[config.mk]
export PLATFORM = sky130hd
export DESIGN_NAME = mem_stage
export DESIGN_NICKNAME = d
export VERILOG_FILES = /design/src/rtl/mem_stage.sv
export SDC_FILE = /design/constraint.sdc
export NUM_CORES = 1
export LEC_CHECK = 0
export CAP_MARGIN = 25
export CORE_MARGIN = 2
export CORE_UTILIZATION = 40
export CTS_CLUSTER_DIAMETER = 50
export DETAILED_ROUTE_END_ITERATION = 7
export PLACE_DENSITY_LB_ADDON = 0.05
export SLEW_MARGIN = 25
export SYNTH_ARGS = -nofsm -noshare
export SYNTH_HDL_FRONTEND = slang
export SYNTH_SLANG_ARGS = --single-unit
[constraint.sdc]
create_clock -name cpu_clk -period 3.7 [get_ports cpu_clk]
set_input_delay 0.74 -clock cpu_clk [delete_from_list [all_inputs] [get_ports cpu_clk]]
set_output_delay 0.74 -clock cpu_clk [all_outputs]
set_load 0.03 [all_outputs]
[src/rtl/mem_stage.sv]
`default_nettype none
//==============================================================================
// Module   : mem_stage
// Desc     : Pipeline memory stage: bus master FSM plus MEM pipeline register.
// Revision : 1.0 - initial release
//==============================================================================
module mem_stage #(
    parameter int TIMEOUT_CYC = 255
) (
    input  logic        cpu_clk,
    input  logic        cpu_rst,
    input  logic        stall,
    input  logic        flush,
    input  logic [29:0] ex_pc,
    input  logic        ex_en,
    input  logic        ex_br_flag,
    input  logic [1:0]  ex_mem_op,
    input  logic [31:0] ex_mem_wdata,
    input  logic [1:0]  ex_ctrl_op,
    input  logic [4:0]  ex_dst_addr,
    input  logic        ex_gpr_wen,
    input  logic [2:0]  ex_exp_code,
    input  logic [31:0] ex_out,
    output logic        bus_req,
    input  logic        bus_grant,
    output logic        bus_as,
    output logic        bus_rw,
    output logic [29:0] bus_addr,
    output logic [31:0] bus_wdata,
    input  logic [31:0] bus_rdata,
    input  logic        bus_rdy,
    output logic        busy,
    output logic [31:0] fwd_data,
    output logic [29:0] mem_pc,
    output logic        mem_en,
    output logic        mem_br_flag,
    output logic [1:0]  mem_ctrl_op,
    output logic [4:0]  mem_dst_addr,
    output logic        mem_gpr_wen,
    output logic [2:0]  mem_exp_code,
    output logic [31:0] mem_out
);

    typedef enum logic [1:0] {
        c_IDLE   = 2'd0,
        c_REQ    = 2'd1,
        c_ACCESS = 2'd2,
        c_WAIT   = 2'd3
    } state_t;

    localparam logic [1:0] c_OP_LOAD      = 2'd1;
    localparam logic [1:0] c_OP_STORE     = 2'd2;
    localparam logic [2:0] c_EXP_MISALIGN = 3'd4;
    localparam logic [2:0] c_EXP_TIMEOUT  = 3'd6;
    localparam logic [9:0] c_CNT_MAX      = 10'h3FF;
    localparam logic [9:0] c_TO_LAST      = 10'(TIMEOUT_CYC - 1);

    state_t      r_state_q, w_state_d;
    logic [9:0]  r_cnt_q, w_cnt_d;
    logic        r_pend_q, w_pend_d;
    logic        r_hold_q, w_hold_d;
    logic [31:0] r_hold_data_q, w_hold_data_d;
    logic        r_hold_to_q, w_hold_to_d;
    logic        r_bus_rw_q, w_bus_rw_d;
    logic [29:0] r_bus_addr_q, w_bus_addr_d;
    logic [31:0] r_bus_wdata_q, w_bus_wdata_d;

    logic [29:0] r_mem_pc_q, w_mem_pc_d;
    logic        r_mem_en_q, w_mem_en_d;
    logic        r_mem_br_flag_q, w_mem_br_flag_d;
    logic [1:0]  r_mem_ctrl_op_q, w_mem_ctrl_op_d;
    logic [4:0]  r_mem_dst_addr_q, w_mem_dst_addr_d;
    logic        r_mem_gpr_wen_q, w_mem_gpr_wen_d;
    logic [2:0]  r_mem_exp_code_q, w_mem_exp_code_d;
    logic [31:0] r_mem_out_q, w_mem_out_d;

    logic        w_mem_req;
    logic        w_aligned;
    logic        w_misalign;
    logic        w_start;
    logic        w_done;
    logic        w_timeout;
    logic        w_finish;
    logic        w_busy;
    logic        w_load_rdata;
    logic        w_res_to;
    logic        w_load;
    logic [31:0] w_fwd;

    // A result parked by stall blocks new starts until it has been loaded.
    always_comb begin
        w_mem_req    = ex_en && (ex_mem_op == c_OP_LOAD || ex_mem_op == c_OP_STORE)
                       && (ex_exp_code == 3'd0);
        w_aligned    = (ex_out[1:0] == 2'b00);
        w_misalign   = w_mem_req && !w_aligned;
        w_start      = (r_state_q == c_IDLE) && !r_hold_q && w_mem_req && w_aligned && !flush;
        w_done       = (r_state_q == c_WAIT) && bus_rdy;
        w_timeout    = (r_state_q == c_WAIT) && !bus_rdy && (r_cnt_q == c_TO_LAST);
        w_finish     = w_done || w_timeout;
        w_busy       = w_start || ((r_state_q != c_IDLE) && !w_finish);
        w_load_rdata = w_done && r_bus_rw_q;
        w_res_to     = r_hold_q ? r_hold_to_q : w_timeout;
        w_load       = !flush && !w_busy && !stall;
        if (r_hold_q) begin
            w_fwd = r_hold_data_q;
        end else if (w_load_rdata) begin
            w_fwd = bus_rdata;
        end else begin
            w_fwd = ex_out;
        end
    end

    always_comb begin
        w_state_d = r_state_q;
        case (r_state_q)
            c_IDLE:   if (w_start)   w_state_d = c_REQ;
            c_REQ:    if (bus_grant) w_state_d = c_ACCESS;
            c_ACCESS:                w_state_d = c_WAIT;
            c_WAIT:   if (w_finish)  w_state_d = c_IDLE;
            default:                 w_state_d = c_IDLE;
        endcase
    end

    always_comb begin
        w_cnt_d = r_cnt_q;
        if (r_state_q == c_ACCESS) begin
            w_cnt_d = 10'd0;
        end else if ((r_state_q == c_WAIT) && (r_cnt_q != c_CNT_MAX)) begin
            w_cnt_d = r_cnt_q + 10'd1;
        end

        w_bus_rw_d    = r_bus_rw_q;
        w_bus_addr_d  = r_bus_addr_q;
        w_bus_wdata_d = r_bus_wdata_q;
        if (w_start) begin
            w_bus_rw_d    = (ex_mem_op == c_OP_LOAD);
            w_bus_addr_d  = ex_out[31:2];
            w_bus_wdata_d = ex_mem_wdata;
        end

        // Flush while the bus is busy is remembered until the result lands.
        w_pend_d = r_pend_q;
        if (flush) begin
            w_pend_d = (r_state_q != c_IDLE) && !w_finish;
        end else if (w_load) begin
            w_pend_d = 1'b0;
        end

        w_hold_d      = r_hold_q;
        w_hold_data_d = r_hold_data_q;
        w_hold_to_d   = r_hold_to_q;
        if (flush) begin
            w_hold_d = 1'b0;
        end else if (w_finish && stall) begin
            w_hold_d      = 1'b1;
            w_hold_data_d = w_load_rdata ? bus_rdata : ex_out;
            w_hold_to_d   = w_timeout;
        end else if (w_load) begin
            w_hold_d = 1'b0;
        end
    end

    always_comb begin
        w_mem_pc_d       = r_mem_pc_q;
        w_mem_en_d       = r_mem_en_q;
        w_mem_br_flag_d  = r_mem_br_flag_q;
        w_mem_ctrl_op_d  = r_mem_ctrl_op_q;
        w_mem_dst_addr_d = r_mem_dst_addr_q;
        w_mem_gpr_wen_d  = r_mem_gpr_wen_q;
        w_mem_exp_code_d = r_mem_exp_code_q;
        w_mem_out_d      = r_mem_out_q;
        if (flush) begin
            w_mem_pc_d       = 30'd0;
            w_mem_en_d       = 1'b0;
            w_mem_br_flag_d  = 1'b0;
            w_mem_ctrl_op_d  = 2'd0;
            w_mem_dst_addr_d = 5'd0;
            w_mem_gpr_wen_d  = 1'b0;
            w_mem_exp_code_d = 3'd0;
            w_mem_out_d      = 32'd0;
        end else if (w_load) begin
            w_mem_pc_d       = ex_pc;
            w_mem_en_d       = ex_en && !r_pend_q;
            w_mem_br_flag_d  = ex_br_flag;
            w_mem_ctrl_op_d  = ex_ctrl_op;
            w_mem_dst_addr_d = ex_dst_addr;
            w_mem_gpr_wen_d  = ex_gpr_wen && !r_pend_q && !w_misalign && !w_res_to;
            if (w_res_to) begin
                w_mem_exp_code_d = c_EXP_TIMEOUT;
            end else if (w_misalign) begin
                w_mem_exp_code_d = c_EXP_MISALIGN;
            end else begin
                w_mem_exp_code_d = ex_exp_code;
            end
            w_mem_out_d      = w_fwd;
        end
    end

    always_ff @(posedge cpu_clk) begin
        if (cpu_rst) begin
            r_state_q        <= c_IDLE;
            r_cnt_q          <= 10'd0;
            r_pend_q         <= 1'b0;
            r_hold_q         <= 1'b0;
            r_hold_data_q    <= 32'd0;
            r_hold_to_q      <= 1'b0;
            r_bus_rw_q       <= 1'b1;
            r_bus_addr_q     <= 30'd0;
            r_bus_wdata_q    <= 32'd0;
            r_mem_pc_q       <= 30'd0;
            r_mem_en_q       <= 1'b0;
            r_mem_br_flag_q  <= 1'b0;
            r_mem_ctrl_op_q  <= 2'd0;
            r_mem_dst_addr_q <= 5'd0;
            r_mem_gpr_wen_q  <= 1'b0;
            r_mem_exp_code_q <= 3'd0;
            r_mem_out_q      <= 32'd0;
        end else begin
            r_state_q        <= w_state_d;
            r_cnt_q          <= w_cnt_d;
            r_pend_q         <= w_pend_d;
            r_hold_q         <= w_hold_d;
            r_hold_data_q    <= w_hold_data_d;
            r_hold_to_q      <= w_hold_to_d;
            r_bus_rw_q       <= w_bus_rw_d;
            r_bus_addr_q     <= w_bus_addr_d;
            r_bus_wdata_q    <= w_bus_wdata_d;
            r_mem_pc_q       <= w_mem_pc_d;
            r_mem_en_q       <= w_mem_en_d;
            r_mem_br_flag_q  <= w_mem_br_flag_d;
            r_mem_ctrl_op_q  <= w_mem_ctrl_op_d;
            r_mem_dst_addr_q <= w_mem_dst_addr_d;
            r_mem_gpr_wen_q  <= w_mem_gpr_wen_d;
            r_mem_exp_code_q <= w_mem_exp_code_d;
            r_mem_out_q      <= w_mem_out_d;
        end
    end

    assign bus_req      = (r_state_q != c_IDLE);
    assign bus_as       = (r_state_q == c_ACCESS);
    assign bus_rw       = r_bus_rw_q;
    assign bus_addr     = r_bus_addr_q;
    assign bus_wdata    = r_bus_wdata_q;
    assign busy         = w_busy;
    assign fwd_data     = w_fwd;
    assign mem_pc       = r_mem_pc_q;
    assign mem_en       = r_mem_en_q;
    assign mem_br_flag  = r_mem_br_flag_q;
    assign mem_ctrl_op  = r_mem_ctrl_op_q;
    assign mem_dst_addr = r_mem_dst_addr_q;
    assign mem_gpr_wen  = r_mem_gpr_wen_q;
    assign mem_exp_code = r_mem_exp_code_q;
    assign mem_out      = r_mem_out_q;

endmodule
`default_nettype wire

==> results.sh, run 1 <==
export IMPL_route_detailed_drc=0
export IMPL_fmaxAchievable_mhz=277.3
export IMPL_ys_async_sr_fraction=0
export IMPL_synth_seq_cells=185
export IMPL_cp_max_fo=14
export IMPL_finalHoldViolCount=0
export IMPL_fillers=1798
export IMPL_antenna_found_initial=1
export IMPL_setup_worst_path_end_class="primary output"
export IMPL_area_delta_synth_final_pct=49.28
export IMPL_crit_top_cell="clkdlybuf4s50_1"
export IMPL_placed_area_mm2=0.01161
export IMPL_cp_start_kind="input port"
export IMPL_ys_seq_area_frac=0.4514
export IMPL_synth_edff_count=0
export IMPL_grt_overflow=0
export IMPL_power_frac_comb=0.158
export IMPL_tns_ns=0
export IMPL_root_buffer="clkbuf_16"
export IMPL_diodes=0
export IMPL_htree_num_levels=4
export IMPL_syn_cell_area_mm2=0.008204
export IMPL_relSlewSlack=0.2746
export IMPL_antenna_violating_nets_post_route=0
export IMPL_cpMaxStageDelayCell="clkdlybuf4s50_1"
export IMPL_fin_crit_ns=3.607
export IMPL_cap_violations=0
export IMPL_netSwitchingFraction=0.2820
export IMPL_grt_pass1_vias=7578
export IMPL_drive_gt1_frac=0.1324
export IMPL_vdd_drop_max_v=0.0003144
export IMPL_wl_um=27810
export IMPL_p_seq_frac=0.438
export IMPL_arrival_ns=2.87
export IMPL_path_cells="clkdlybuf4s50_1 > nand3_2 > buf_12 > mux2_1 > mux2_2 > clkdlybuf4s50_1"
export IMPL_core_area_mm2=0.02017
export IMPL_cts_buffers=17
export IMPL_clkPwrFrac=0.404
export IMPL_io_buffers=319
export IMPL_synth_ff_type="dfxtp_1"
export IMPL_die_w_um=147.2
export IMPL_min_period_over_period=0.9748
export IMPL_num_io_pins=320
export IMPL_grt_pass1_wl_um=42860
export IMPL_row_count=52
export IMPL_clk_latency_ns=0.44
export IMPL_skew_ns=0.02033
export IMPL_p_leak_nw=4.093
export IMPL_gp_congestion=0.8368
export IMPL_yosysWarnings=0
export IMPL_crit_buf_inv=3
export IMPL_die_h_um=147.2
export IMPL_ctsHoldBuffers=0
export IMPL_drv_slew=0
export IMPL_cts_tree="done"
export IMPL_critPathMaxStageDelay_ns=0.62
export IMPL_cts_resized=0
export IMPL_routedWlPerCell_um=18.43
export IMPL_start_util=0.4068
export IMPL_p_int_w=0.003324
export IMPL_path_class="input port to primary output"
export IMPL_clock_path_buffers=2
export IMPL_finalNetCount=1381
export IMPL_first_pass_iters=5
export IMPL_worstMarginPinSlew_ns=1.088
export IMPL_synth_nets=1107
export IMPL_switching_power_w=0.001305
export IMPL_cts_sinks=185
export IMPL_grt_start_max_net_pins=74
export IMPL_hpwl_um=18350
export IMPL_drt_iter0_drc=434
export IMPL_status="complete, no violations"
export IMPL_fin_area_mm2=0.01225
export IMPL_syn_area_per_cell_um2=8.618
export IMPL_ys_types=53
export IMPL_clk_pin_slew_ns=0.07
export IMPL_cpLargestDelayFamily="buffers and inverters"
export IMPL_syn_instance_count=952
export IMPL_cts_setup_buffers=0
export IMPL_track_usage=0.2480
export IMPL_required_ns=2.96
export IMPL_p_per_area_mw_per_mm2=378.1
export IMPL_finalSetupViolations=0
export IMPL_min_path_type="flip-flop to flip-flop"
export IMPL_vias=7973
export IMPL_vias_per_cell=5.284
export IMPL_dieArea_mm2=0.02167
export IMPL_rsz0062_at_grt="false"
[sequential cells by signal (all words and copies together), names as in the netlist, 2 cells and up]
name / count
mem_exp_code: 3
r_state_q: 2
r_hold_data_q: 32
mem_pc: 30
mem_out: 32
r_cnt_q: 10
bus_wdata: 32
mem_ctrl_op: 2
mem_dst_addr: 5
bus_addr: 30
[power by group through the flow]
| stage | Combinational [W] | Sequential, W | Clock [W] |
|---|---|---|---|
| 6_report | 0.000732 | 0.00203 | 0.00187 |
| 5_1_grt | 0.000776 | 0.00203 | 0.00201 |
| 4_1_cts | 0.000726 | 0.00203 | 0.00191 |
| 3_5_place_dp | 0.000721 | 0.00207 | 0 |
| 3_3_place_gp | 0.000722 | 0.00207 | 0 |
| 2_1_floorplan | 0.000327 | 0.00211 | 0 |
[final cells by class]
| type | instances | area, µm² | area share |
|---|---|---|---|
| tap | 270 | 337.8 | 0.02758 |
| inverter | 9 | 33.78 | 0.002758 |
| sequential | 185 | 3705 | 0.3025 |
| clock buffer | 19 | 452.9 | 0.03698 |
| multi-input combinational | 673 | 4141 | 0.3382 |
| timing repair buffer | 340 | 3423 | 0.2795 |
| clock inverter | 13 | 152.6 | 0.01246 |
[layout by cell type (no fill, tap or decap), types with 4 or more instances in the layout]
master / count
a211oi_1: 4
a21oi_1: 144
a21oi_2: 28
a31o_1: 32
a41oi_1: 5
buf_12: 5
buf_4: 19
clkbuf_16: 17
clkdlybuf4s50_1: 315
clkinv_4: 5
dfxtp_1: 184
ha_1: 8
inv_1: 9
inv_8: 4
mux2_2: 63
nand2_1: 170
nand3_1: 43
nand4_1: 5
nor2_1: 8
nor3_1: 65
o21ai_1: 40
[metrics by stage]
stage / utilization / hold slack, ns / setup slack, ns / cells / power [W]
final: 0.6072 / 0.4534 / 0.09323 / 1509 / 0.004630
after global routing: 0.6072 / 0.4681 / 0.04900 / 1509 / 0.004815
after CTS: 0.6058 / 0.4563 / 0.08683 / 1508 / 0.004663
after detailed placement: 0.5758 / 0.4467 / 0.09973 / 1476 / 0.002794
after global placement: 0.5758 / 0.4408 / 0.1129 / 1476 / 0.002795
after floorplan: - / 0.4570 / 0.6743 / 952 / 0.002440
[cells in the mapped netlist (3+ instances only)]
master	n	area [µm²]
clkbuf_1	62	232.7
and2_1	3	18.77
o21ai_1	40	200.2
a211oi_1	4	30.03
buf_2	10	50.05
buf_1	5	18.77
nand4_1	5	31.28
buf_6	7	78.83
inv_1	9	33.78
and4_1	3	26.28
a41oi_1	5	43.79
a31o_1	32	280.3
a21oi_1	144	720.7
dfxtp_1	185	3704
nor2_1	9	33.78
nor3b_1	3	22.52
ha_1	8	100.1
or4_1	3	22.52
nand2_1	170	638.1
nand3_1	44	220.2
o31ai_1	4	30.03
nor3_1	66	330.3
a21oi_2	28	245.2
mux2_2	63	709.4
a31oi_1	4	25.02
[worst min-delay path: cells and delay by family (launching register included)]
family | cells | cell delay (ns)
simple gates | 1 | 0.05
flops | 1 | 0.31
compound gates | 1 | 0.05
[cells by family after synthesis]
kind of cell / after synthesis / synth area share
flip-flops: 185 / 0.4514
buffers and inverters: 94 / 0.05140
AO/OA/AOI/OAI: 275 / 0.2099
adder cells (fa/ha/maj): 8 / 0.01220
XOR/XNOR: 2 / 0.002136
multiplexers: 67 / 0.09166
AND/OR/NAND/NOR: 321 / 0.1813
[layer usage]
layer / vias to the layer above / track usage / wire length [µm] / share of wire
met5: - / 0 / 0 / 0
met3: 43 / 0.08106 / 2365 / 0.085
met4: 0 / 0.08702 / 729 / 0.026
li1: 3927 / - / - / -
met2: 288 / 0.3841 / 12450 / 0.45
met1: 3715 / 0.3254 / 12260 / 0.44
[path summary, 6_finish.rpt]
check	from	to	slack [ns]	depth (start not counted)
setup reg to reg	r_state_q[0]	mem_out[20]	1.10	7
hold reg to reg	bus_wdata[20]	bus_wdata[20]	0.45	2
setup / recovery	bus_rdy	fwd_data[0]	0.09	6
hold / removal	bus_wdata[20]	bus_wdata[20]	0.45	2
(Power assumes the default switching activity.)
==> inputs of run 2 (changes only) <==
--- a/config.mk
+++ b/config.mk
@@ -6,10 +6,11 @@
 export NUM_CORES = 1
 export LEC_CHECK = 0
 export CAP_MARGIN = 25
-export CORE_MARGIN = 2
+export CORE_MARGIN = 4
 export CORE_UTILIZATION = 40
 export CTS_CLUSTER_DIAMETER = 50
 export DETAILED_ROUTE_END_ITERATION = 7
+export GPL_TIMING_DRIVEN = 0
 export PLACE_DENSITY_LB_ADDON = 0.05
 export SLEW_MARGIN = 25
 export SYNTH_ARGS = -nofsm -noshare
==> run 2 against run 1 <==
- worst hold slack better by 0.0012 ns
- non-clock buffer count grew 64
- combinational power is 0.8% lower
- register-to-register slack lost 0.07 ns
- global-route usage decreased by 0.50 points
- die area rose by 5.5%
- utilization rose by 0.23 points
- critical path depth is 1 higher
==> results.sh, run 2 (synthesis results as in run 1) <==
export IMPL_status="complete, no violations"
export IMPL_clk_latency_ns=0.43
export IMPL_io_buffers=318
export IMPL_drt_iter0_drc=432
export IMPL_final_common_cell="clkdlybuf4s50_1"
export IMPL_p_leak_nw=4.240
export IMPL_worstReg2RegEnd="r_hold_data_q[21]"
export IMPL_path_class="flip-flop to primary output"
export IMPL_diodes=0
export IMPL_worstReg2RegStart="r_state_q[0]"
export IMPL_relSlewSlack=0.2990
export IMPL_first_pass_iters=5
export IMPL_fin_crit_ns=3.472
export IMPL_cts_buffers=17
export IMPL_place_worst_setup_slack_ns=-1.047
export IMPL_setup_worst_path_end_class="primary output"
export IMPL_finalNetCount=1445
export IMPL_tns_ns=0
export IMPL_arrival_ns=2.73
export IMPL_cpMaxStageDelayCell="dfxtp_1"
export IMPL_grt_overflow=0
export IMPL_route_detailed_drc=0
export IMPL_clock_path_buffers=2
export IMPL_hpwl_um=22000
export IMPL_fin_area_mm2=0.01233
export IMPL_cp_start_kind="flip-flop"
export IMPL_dieArea_mm2=0.02287
export IMPL_core_area_mm2=0.02023
export IMPL_routedWlPerCell_um=18.43
export IMPL_cap_violations=0
export IMPL_die_w_um=151.2
export IMPL_start_util=0.4055
export IMPL_finalHoldViolCount=0
export IMPL_antenna_found_initial=0
export IMPL_wl_met2_um=13400
export IMPL_drv_slew=0
export IMPL_grt_pass1_wl_um=43480
export IMPL_path_cells="ha_1 > buf_2 > nand3_2 > clkbuf_4 > mux2_1 > mux2_2 > dlygate4sd2_1"
export IMPL_htree_num_levels=4
export IMPL_skew_ns=0.01260
export IMPL_vias_per_cell=5.235
export IMPL_drt_met1_wl_um=12450
export IMPL_ff2ff_setup_slack_ns=1.03
export IMPL_rr_worst_depth=7
export IMPL_final_cell_mix="clkdlybuf4s50_1, dfxtp_1, nand2_1"
export IMPL_endpoint="fwd_data[0]"
export IMPL_critPathMaxStageDelay_ns=0.39
export IMPL_p_per_area_mw_per_mm2=368.7
export IMPL_antenna_violating_nets_post_route=0
export IMPL_min_path_type="flip-flop to flip-flop"
export IMPL_finalSetupViolations=0
export IMPL_placed_area_mm2=0.01174
export IMPL_die_h_um=151.2
export IMPL_vias=8235
export IMPL_drive_gt1_frac=0.1236
export IMPL_area_delta_synth_final_pct=50.31
export IMPL_cts_sinks=185
export IMPL_cp_startpoint="r_state_q[0]"
export IMPL_fmaxAchievable_mhz=288.0
export IMPL_highest_layer="met4"
export IMPL_clk_pin_slew_ns=0.07
export IMPL_vdd_drop_max_v=0.0003138
export IMPL_required_ns=2.96
export IMPL_ctsHoldBuffers=0
export IMPL_cp_max_fo=10
export IMPL_rsz0062_at_grt="false"
export IMPL_worstMarginPinSlew_ns=1.043
export IMPL_grt_pass1_vias=7865
export IMPL_wl_met3_um=2498
export IMPL_num_io_pins=320
export IMPL_fin_ws_ns=0.2279
export IMPL_holdWs_ns=0.4546
export IMPL_wl_um=28990
export IMPL_track_usage=0.2430
export IMPL_root_buffer="clkbuf_16"
export IMPL_grt_start_max_net_pins=19
export IMPL_row_count=52
export IMPL_min_period_over_period=0.9384
export IMPL_final_util=0.6094
export IMPL_gp_congestion=0.8554
export IMPL_cts_tree="done"
## run 2: cell types whose count changed in the layout (fill, tap and decap cells not counted), sizes merged, moves of 2 or more
cell and change:
clkdlybuf4s50 -29, dlymetal6s2s +8, buf -2, clkinv -2, clkbuf +64, dlygate4sd2 +23, inv +3
## run 2: what timing repair did
item	in CTS	in global routing
setup endpoints to repair	33	9
pin swaps	1	0
hold endpoints to repair	0	0
resized for setup	32	15
setup buffers	1	0
## run 2: worst max-delay path: cells and delay by family, from the launching register on
kind | cells | cell delay (ns)
DFF | 1 | 0.39
adders and majority gates | 1 | 0.18
muxes | 2 | 0.64
and+or+nand+nor | 1 | 0.20
buffers and inverters | 3 | 0.89
## run 2: cell type report
type / count / area [µm²]
flip-flops and latches: 185 / 3704
inverters: 9 / 33.78
plain buffers: 84 / 399.1
clock inverters: 13 / 123.9
well taps: 270 / 337.8
multi-input cells: 673 / 4093
fillers: 1854 / 7903
clock buffers: 19 / 452.9
repair buffers: 320 / 3188
## run 2: how the worst min path moves through the flow
stage          slack [ns]             to     startpoint  cells past startpoint
3_3_place_gp         0.44  bus_wdata[18]  bus_wdata[18]                      2
6_report             0.45  bus_wdata[15]  bus_wdata[15]                      2
5_1_grt              0.47  bus_wdata[27]  bus_wdata[27]                      2
3_5_place_dp         0.45  bus_wdata[15]  bus_wdata[15]                      2
2_1_floorplan        0.46     r_cnt_q[6]     r_cnt_q[6]                      1
4_1_cts              0.46  bus_wdata[15]  bus_wdata[15]                      2
## run 2: routing by layer
metal  vias up  global-route usage
met3        34             0.07391
met1      3848              0.3154
met5         -                   0
met4         0             0.07389
met2       297              0.3888
li1       4056                   -
## run 2: per-stage QoR
stage               std cells  power, W
global route             1573  0.004722
CTS                      1574  0.004588
detailed placement       1541  0.002809
floorplan                 952  0.002440
global placement         1540  0.002809
finish                   1573  0.004546
## run 2: where the power goes
group	internal [W]	total [W]	switching (W)
clock network	0.000931	0.00179	0.000861
logic	0.000300	0.000726	0.000426
registers	0.00201	0.00203	0.0000142
==> inputs of run 3 (changes only) <==
--- a/config.mk
+++ b/config.mk
@@ -5,13 +5,14 @@
 export SDC_FILE = /design/constraint.sdc
 export NUM_CORES = 1
 export LEC_CHECK = 0
-export CAP_MARGIN = 25
+export ABC_CLOCK_PERIOD_IN_PS = 3700
+export CAP_MARGIN = 20
 export CORE_MARGIN = 4
 export CORE_UTILIZATION = 40
 export CTS_CLUSTER_DIAMETER = 50
 export DETAILED_ROUTE_END_ITERATION = 7
 export GPL_TIMING_DRIVEN = 0
-export PLACE_DENSITY_LB_ADDON = 0.05
+export PLACE_DENSITY = 0.82
 export SLEW_MARGIN = 25
 export SYNTH_ARGS = -nofsm -noshare
 export SYNTH_HDL_FRONTEND = slang
==> run 3 against run 2 <==
- final area about the same
- die area did not move
- worst hold slack hardly changed
- largest cell class unchanged
==> results.sh, run 3 (synthesis results as in run 1) <==
export IMPL_worstHoldEndpoint="bus_wdata[9]"
export IMPL_cts_tree="done"
export IMPL_gp_congestion=0.9346
export IMPL_p_seq_frac=0.437
export IMPL_arrival_ns=2.88
export IMPL_num_io_pins=320
export IMPL_rsz0062_at_grt="false"
export IMPL_finalNetCount=1445
export IMPL_drv_slew=0
export IMPL_die_w_um=151.2
export IMPL_vias_per_cell=5.395
export IMPL_cts_buffers=17
export IMPL_wl_um=29510
export IMPL_relSlewSlack=0.2274
export IMPL_diodes=0
export IMPL_drive_gt1_frac=0.1220
export IMPL_htree_num_levels=4
export IMPL_cp_max_fo=7
export IMPL_place_inst=1541
export IMPL_rr_worst_depth=7
export IMPL_fmaxAchievable_mhz=276.6
export IMPL_antenna_found_initial=0
export IMPL_clkPwrFrac=0.405
export IMPL_core_area_mm2=0.02023
export IMPL_fillers=1743
export IMPL_hold_path_cell_count=2
export IMPL_clk_pin_slew_ns=0.08
export IMPL_row_count=52
export IMPL_vias=8487
export IMPL_finalHoldViolCount=0
export IMPL_clk_latency_ns=0.43
export IMPL_area_delta_synth_final_pct=50.42
export IMPL_worstReg2RegEnd="r_hold_data_q[26]"
export IMPL_clock_path_buffers=2
export IMPL_cap_violations=0
export IMPL_p_per_area_mw_per_mm2=375.7
export IMPL_track_usage=0.2466
export IMPL_status="complete, no violations"
export IMPL_final_common_cell="clkdlybuf4s50_1"
export IMPL_vdd_drop_max_v=0.0002509
export IMPL_hpwl_um=22430
export IMPL_holdWs_ns=0.4541
export IMPL_min_period_over_period=0.9770
export IMPL_cp_start_kind="input port"
export IMPL_ctsHoldBuffers=0
export IMPL_route_detailed_drc=0
export IMPL_required_ns=2.96
export IMPL_cts_sinks=185
export IMPL_stdcell_count=1573
export IMPL_min_path_type="flip-flop to flip-flop"
export IMPL_grt_start_max_net_pins=19
export IMPL_min_from="bus_wdata[9]"
export IMPL_grt_overflow=0
export IMPL_multi_input_area_mm2=0.004100
export IMPL_root_buffer="clkbuf_16"
export IMPL_dieArea_mm2=0.02287
export IMPL_fin_crit_ns=3.615
export IMPL_grt_pass1_wl_um=44200
export IMPL_path_class="input port to primary output"
export IMPL_p_leak_nw=4.190
export IMPL_antenna_violating_nets_post_route=0
export IMPL_io_buffers=318
export IMPL_final_util=0.6099
export IMPL_layout_area_seq_mm2=0.003704
export IMPL_final_cell_mix="clkdlybuf4s50_1, dfxtp_1, nand2_1"
export IMPL_die_h_um=151.2
export IMPL_skew_ns=0.01139
export IMPL_drt_iter0_drc=512
export IMPL_switching_power_w=0.001323
export IMPL_ff2ff_setup_slack_ns=0.90
export IMPL_finalSetupViolations=0
export IMPL_first_pass_iters=5
export IMPL_routedWlPerCell_um=18.76
export IMPL_netSwitchingFraction=0.2853
export IMPL_start_util=0.4055
export IMPL_worstReg2RegStart="r_state_q[1]"
export IMPL_grt_pass1_vias=8221
export IMPL_setup_worst_path_end_class="primary output"
export IMPL_p_int_w=0.003314
export IMPL_power_frac_comb=0.158
export IMPL_worstMarginPinSlew_ns=1.150
==> run 3: changes by cell type in the layout (fill, tap and decap cells not counted), moves of 2 or more <==
cell | previous run | this run
clkbuf_1 | 58 | 60
dlygate4sd2_1 | 23 | 30
dlymetal6s2s_1 | 8 | 1
clkbuf_2 | 4 | 1
==> run 3: metal layers <==
layer	share of wire	track usage	up-vias	routed length, µm
li1	-	-	4071	-
met4	0.034	0.09701	0	994
met3	0.077	0.06703	62	2276
met5	0	0	-	0
met1	0.41	0.3032	4007	12060
met2	0.48	0.4099	347	14180
==> run 3: cell type report <==
class | count | area share
plain buffers | 84 | 0.03214
clock buffers | 19 | 0.03670
clock inverters | 13 | 0.01196
inverters | 9 | 0.002738
multi-input cells | 673 | 0.3323
flip-flops and latches | 185 | 0.3001
well taps | 270 | 0.02738
repair buffers | 320 | 0.2567
==> run 3: how the worst max path moves through the flow <==
stage	from	end	slack, ns	depth (start not counted)
finish	bus_rdy	fwd_data[29]	0.08	5
global route	bus_rdy	fwd_data[0]	0.009	6
CTS	bus_rdy	fwd_data[30]	0.06	5
detailed placement	ex_mem_op[1]	busy	-1.12	8
global placement	ex_mem_op[1]	busy	-1.10	8
floorplan	ex_mem_op[1]	busy	0.67	6
==> run 3: critical path: stages <==
cell and delay [ns]:
clkdlybuf4s50_1 0.66, nand3_4 0.20, mux2_2 0.35, mux2_2 0.32, clkdlybuf4s50_1 0.60
==> run 3: stage by stage <==
step	setup WS, ns	instance area, µm²	TNS [ns]	power, W
2_1_floorplan	0.6743	8204	0	0.002440
3_3_place_gp	-1.100	11730	-18.77	0.002804
3_5_place_dp	-1.124	11740	-18.21	0.002810
4_1_cts	0.06341	12340	0	0.004660
5_1_grt	0.009367	12340	0	0.004798
6_report	0.08498	12340	0	0.004637
==> run 3: power by group through the flow <==
stage	Sequential [W]	Combinational [W]	Clock [W]
2_1_floorplan	0.00211	0.000327	0
3_3_place_gp	0.00207	0.000731	0
3_5_place_dp	0.00207	0.000736	0
4_1_cts	0.00203	0.000730	0.00190
5_1_grt	0.00203	0.000780	0.00199
6_report	0.00203	0.000732	0.00188
==> run 3: what timing repair did <==
action / 4_1_cts / 5_1_grt
gates resized for setup: 41 / 4
setup buffers: 1 / 0
pin swaps: 1 / 1
endpoints found under the setup margin: 33 / 5
